==> config.mk <==
export PLATFORM = sky130hd
export DESIGN_NAME = interrupt_controller_flat
export DESIGN_NICKNAME = d
export VERILOG_FILES = /design/src/rtl/interrupt_controller_pkg.sv /design/src/rtl/interrupt_controller_if.sv /design/src/rtl/interrupt_controller_prio_enc4.sv /design/src/rtl/interrupt_controller.sv /design/src/flat_wrapper.sv
export SDC_FILE = /design/constraint.sdc
export NUM_CORES = 1
export LEC_CHECK = 0
export BUFFER_PORTS_ARGS = -buffer_cell sky130_fd_sc_hd__buf_2
export CAP_MARGIN = 20
export CELL_PAD_IN_SITES_DETAIL_PLACEMENT = 0
export CELL_PAD_IN_SITES_GLOBAL_PLACEMENT = 1
export CORE_ASPECT_RATIO = 1.75
export CORE_MARGIN = 4
export CORE_UTILIZATION = 34
export CTS_CLUSTER_DIAMETER = 60
export DETAILED_ROUTE_END_ITERATION = 10
export GPL_TIMING_DRIVEN = 0
export PLACE_DENSITY_LB_ADDON = 0.25
export SYNTH_ARGS = -nofsm -noshare
export SYNTH_HDL_FRONTEND = slang
export SYNTH_SLANG_ARGS = --single-unit
==> constraint.sdc <==
create_clock -name clk -period 1.5 [get_ports clk]
set_input_delay 0 -clock clk [delete_from_list [all_inputs] [get_ports clk]]
set_output_delay 0 -clock clk [all_outputs]
set_load 0.005 [all_outputs]
==> src/rtl/interrupt_controller_pkg.sv <==
// interrupt_controller_pkg: shared sizing, state encoding and vector helper.
package interrupt_controller_pkg;
    localparam int N_IRQ = 4;
    localparam int VEC_WIDTH = 5;
    localparam int SEL_W = 2;
    localparam logic [VEC_WIDTH-1:0] VEC_BASE = 5'd24;
    typedef enum logic [1:0] {IDLE = 2'd0, REQ = 2'd1, SERVICE = 2'd2} state_t;
    // Two ROM words per vector table entry; wraps modulo 2^VEC_WIDTH.
    function automatic logic [VEC_WIDTH-1:0] vec_of(input logic [SEL_W-1:0] sel);
        return VEC_BASE + VEC_WIDTH'({sel, 1'b0});
    endfunction
endpackage

==> src/rtl/interrupt_controller_if.sv <==
// interrupt_controller_if: request/ack/mask bus between core side and controller.
interface interrupt_controller_if;
    import interrupt_controller_pkg::*;
    logic [N_IRQ-1:0] irq_in;
    logic mask_we;
    logic [N_IRQ-1:0] mask_in;
    logic irq_ack;
    logic iret;
    logic irq_out;
    logic [VEC_WIDTH-1:0] vector;
    logic [N_IRQ-1:0] active;
    logic [N_IRQ-1:0] pending;
    logic busy;
    modport master (
        output irq_in, mask_we, mask_in, irq_ack, iret,
        input irq_out, vector, active, pending, busy
    );
    modport slave (
        input irq_in, mask_we, mask_in, irq_ack, iret,
        output irq_out, vector, active, pending, busy
    );
endinterface

==> src/rtl/interrupt_controller_prio_enc4.sv <==
// prio_enc4: lowest-set-bit index of a 4-bit request vector plus valid flag.
module prio_enc4 (
    input  logic [3:0] req,
    output logic [1:0] idx,
    output logic       valid
);
    always_comb begin
        idx = req[0] ? 2'd0 : req[1] ? 2'd1 : req[2] ? 2'd2 : 2'd3;
        valid = |req;
    end
endmodule

==> src/rtl/interrupt_controller.sv <==
// interrupt_controller: edge-latched, maskable, fixed-priority, non-nesting interrupt controller.
module interrupt_controller
    import interrupt_controller_pkg::*;
(
    input logic clk,
    input logic rst_n,
    interrupt_controller_if.slave bus
);
    state_t state_q, state_d;
    logic [N_IRQ-1:0] prev_q, pending_q, mask_q, active_q, rise, clr;
    logic armed_q, win_valid, ack, ret;
    logic [SEL_W-1:0] sel_q, win;
    logic [VEC_WIDTH-1:0] vector_q;

    prio_enc4 u_prio (.req(pending_q & mask_q), .idx(win), .valid(win_valid));

    // armed_q suppresses edges on the first sample after reset so a line
    // already high at release does not fire.
    always_comb begin
        rise = bus.irq_in & ~prev_q & {N_IRQ{armed_q}};
        ack = (state_q == REQ) && bus.irq_ack;
        ret = (state_q == SERVICE) && bus.iret;
        clr = ack ? N_IRQ'(1) << sel_q : '0;
    end

    always_comb begin
        state_d = state_q;
        case (state_q)
            IDLE:    state_d = win_valid ? REQ : IDLE;
            REQ:     state_d = bus.irq_ack ? SERVICE : REQ;
            SERVICE: state_d = bus.iret ? IDLE : SERVICE;
            default: state_d = IDLE;
        endcase
    end

    always_ff @(posedge clk or negedge rst_n) begin
        if (!rst_n) state_q <= IDLE;
        else state_q <= state_d;
    end

    always_ff @(posedge clk or negedge rst_n) begin
        if (!rst_n) begin
            armed_q <= 1'b0;
            prev_q <= '0;
            pending_q <= '0;
            mask_q <= '0;
            active_q <= '0;
            sel_q <= '0;
            vector_q <= '0;
        end else begin
            armed_q <= 1'b1;
            prev_q <= bus.irq_in;
            pending_q <= (pending_q & ~clr) | rise;
            mask_q <= bus.mask_we ? bus.mask_in : mask_q;
            active_q <= ack ? clr : ret ? '0 : active_q;
            if (state_q == IDLE && win_valid) begin
                sel_q <= win;
                vector_q <= vec_of(win);
            end
        end
    end

    assign bus.irq_out = state_q == REQ;
    assign bus.busy = (state_q == REQ) || (state_q == SERVICE);
    assign bus.vector = vector_q;
    assign bus.active = active_q;
    assign bus.pending = pending_q;
endmodule

==> src/flat_wrapper.sv <==
// flat-port wrapper written by rule: the top's interface ports become plain ports
module interrupt_controller_flat import interrupt_controller_pkg::*;
  (clk, rst_n, bus_irq_in, bus_mask_we, bus_mask_in, bus_irq_ack, bus_iret, bus_irq_out, bus_vector, bus_active, bus_pending, bus_busy);
  interrupt_controller_if bus_i ();
  input logic clk;
  input logic rst_n;
  input wire logic [$bits(bus_i.irq_in)-1:0] bus_irq_in;
  input wire logic [$bits(bus_i.mask_we)-1:0] bus_mask_we;
  input wire logic [$bits(bus_i.mask_in)-1:0] bus_mask_in;
  input wire logic [$bits(bus_i.irq_ack)-1:0] bus_irq_ack;
  input wire logic [$bits(bus_i.iret)-1:0] bus_iret;
  output wire logic [$bits(bus_i.irq_out)-1:0] bus_irq_out;
  output wire logic [$bits(bus_i.vector)-1:0] bus_vector;
  output wire logic [$bits(bus_i.active)-1:0] bus_active;
  output wire logic [$bits(bus_i.pending)-1:0] bus_pending;
  output wire logic [$bits(bus_i.busy)-1:0] bus_busy;
  assign bus_i.irq_in = bus_irq_in;
  assign bus_i.mask_we = bus_mask_we;
  assign bus_i.mask_in = bus_mask_in;
  assign bus_i.irq_ack = bus_irq_ack;
  assign bus_i.iret = bus_iret;
  assign bus_irq_out = bus_i.irq_out;
  assign bus_vector = bus_i.vector;
  assign bus_active = bus_i.active;
  assign bus_pending = bus_i.pending;
  assign bus_busy = bus_i.busy;
  interrupt_controller u_core (.clk(clk), .rst_n(rst_n), .bus(bus_i));
endmodule
==> metrics.yaml <==
status:
  status: "complete, no violations"
worst_setup_path:
  worst_ep_arrival_time_ns: 1.48
  cp.required_ns: 1.65
  critPathMaxFanout: 7
  crit_path_end_kind: "register"
  critPathLaunchType: "register"
  critPathKind: "register to register"
sta:
  hold_viol_final: 0
  period_needed_ns: 1.328
  fin_worst_skew_ns: 0.003346
  drv_slew: 0
  fin_hold_ws_ns: 0.02065
  max_freq_mhz: 753.1
  fin_crit_sh_pct: 88.52
  rsz0062_at_grt: "false"
  setup_viol: 0
  finalSetupTns_ns: 0
global_route:
  grt_overflow: 0
  grt_usage_pct: 12.53
  grt_max_degree: 23
  grt_pass1_vias: 760
  grt_antenna_before_repair: 0
  grt_pass1_wl_um: 3318
synthesis:
  synth_cell_types: 20
  avgSynthCellArea_um2: 11.89
  syn_area_um2: 903.4
  synth_flop_cell: "dfrtp_1"
  synth_common_cells: "dfrtp_1, nand2_1, o21ai_0"
  yosysSeqAreaShare_pct: 60.94
  synth_top_cell_area_share_pct: 60.94
  synthArstFlopShare_pct: 100.0
  yosys_warnings: 0
  synthCells: 76
  synth_edf_count: 0
  yosysTopAreaCell: "dfrtp_1"
  synth_most_common_cell: "dfrtp_1"
  ys_ff_latch: 22
  synth_area_leaders: "dfrtp_1, ha_1, mux2_2"
  synth_nets: 93
final_layout:
  syn_to_final_growth_pct: 34.07
  final_nets: 133
  seq_area_um2: 550.5
  drive_gt1_share_pct: 33.04
  fillCellCount: 255
  multiInputGateArea_um2: 326.6
  antenna_cells: 0
  final_cell_area_mm2: 0.001211
hold_path:
  min_path_type: "primary input to register"
floorplan:
  fp.coreArea_mm2: 0.002522
  initial_core_util_pct: 35.81
  die_h_um: 76.19
  die_x_um: 46.97
  std_cell_rows: 24
  pin_count: 28
  dieArea_mm2: 0.003578
route:
  ant_nets: 0
  num_vias: 709
  drc: 0
  drtPass1Iterations: 4
  wl_per_cell_um: 13.28
  drtIter0Drc: 20
  wirelength_um: 1873
  viasPerCell: 5.028
placement:
  place_congestion: 0.6996
  numPortBuffers: 26
  dp_hpwl_um: 1414
  post_dp_cell_area_mm2: 0.001066
clocking:
  clock_sinks: 22
  clock_latency_ns: 0.27
  cts_tree: "built"
  cts-root-buf: "clkbuf_8"
  cts_resized: 0
  clk_pin_slew_ns: 0.08
  ctsHtreeMaxLevel: 1
  cts_buffer_depth: 2
  numCtsBuffers: 3
job:
  maxCapViolations: 0
pwr:
  ir_drop_uv: 679.2
  power.leakage_nw: 0.5720
  p_per_area_mw_per_mm2: 1643
[through the flow]
step                      cells  utilization, %  total power, mW  setup WS (ns)
after global placement      128           42.26            1.560         0.1936
after global routing        141           48.02            2.156        0.05615
after CTS                   141           48.02            2.033         0.1469
after detailed placement    128           42.26            1.580         0.1645
after floorplan              76               -            1.281         0.3254
final                       141           48.02            1.990         0.1722
[worst max-delay path: stages, from the launching register on]
cell     delay (ns)
dfrtp_1        0.41
inv_1          0.08
ha_1           0.29
nand2_1        0.14
o31ai_1        0.22
nand2_1        0.07
[logic make-up (layout without fill, tap and decap cells)]
kind of cell | after synthesis | in the layout | synth area share [%]
other | 2 | 2 | 0.8313
adders and majority gates | 4 | 4 | 5.540
DFF | 22 | 22 | 60.94
and+or+nand+nor | 19 | 19 | 10.25
AOI/OAI and AO/OA | 20 | 20 | 14.54
buffers and inverters | 5 | 44 | 2.908
muxes | 4 | 4 | 4.986
[sequential cells by signal, indices dropped and copies added (netlist names)]
| signal | count |
|---|---|
| u_core.bus.active | 4 |
| u_core.bus.pending | 4 |
| u_core.mask_q | 4 |
| u_core.prev_q | 4 |
| u_core.bus.vector | 2 |
| u_core.state_q | 2 |
| u_core.armed_q | 1 |
| u_core.sel_q | 1 |
[power by group]
part / switching (mW) / total (mW) / internal, mW
Sequential: 0.168 / 0.918 / 0.750
Clock: 0.190 / 0.424 / 0.234
Combinational: 0.329 / 0.648 / 0.319
[routing by layer]
metal / global-route usage (%) / part of all wire [%]
met5: 0 / 0
met4: 7.479 / 3.0
met3: 2.600 / 6.0
met2: 21.12 / 54
met1: 13.16 / 36
[final timing paths]
check                                              to  cells after the start  slack (ns)         startpoint
min in group asynchronous            u_core.mask_q[1]                      2        0.22              rst_n
max in group asynchronous        u_core.bus.active[2]                      2        0.95              rst_n
worst max-delay path            u_core.bus.pending[0]                      5        0.17  u_core.state_q[1]
worst min-delay path                u_core.state_q[1]                      3        0.02           bus_iret
worst min register to register  u_core.bus.pending[2]                      1        0.43   u_core.prev_q[2]
worst max register to register  u_core.bus.pending[0]                      5        0.17  u_core.state_q[1]
[cells in the final DEF, fill, tap and decap left out, drive strengths merged]
master,count
nand2b,3
a21oi,6
a31o,1
a32o,1
dlygate4sd3,9
ha,4
nand3b,2
buf,28
a22oi,1
a22o,2
conb,2
nand3,3
nand2,10
o31ai,2
o21ai,7
inv,3
dfrtp,22
mux2,4
clkbuf,4
nand4,1
[area by class of cell]
class / instances / share of cell area (%)
multi-input cells: 49 / 26.96
well taps: 26 / 2.686
plain buffers: 2 / 1.240
flip-flops and latches: 22 / 45.45
clock buffers: 4 / 4.545
repair buffers: 35 / 18.18
inverters: 3 / 0.9298
[repair_timing]
action / CTS / global route
hold buffers: 9 / 0
hold endpoints to repair: 33 / 0
buffers inserted: 0 / 0
(Power assumes the default switching activity.)
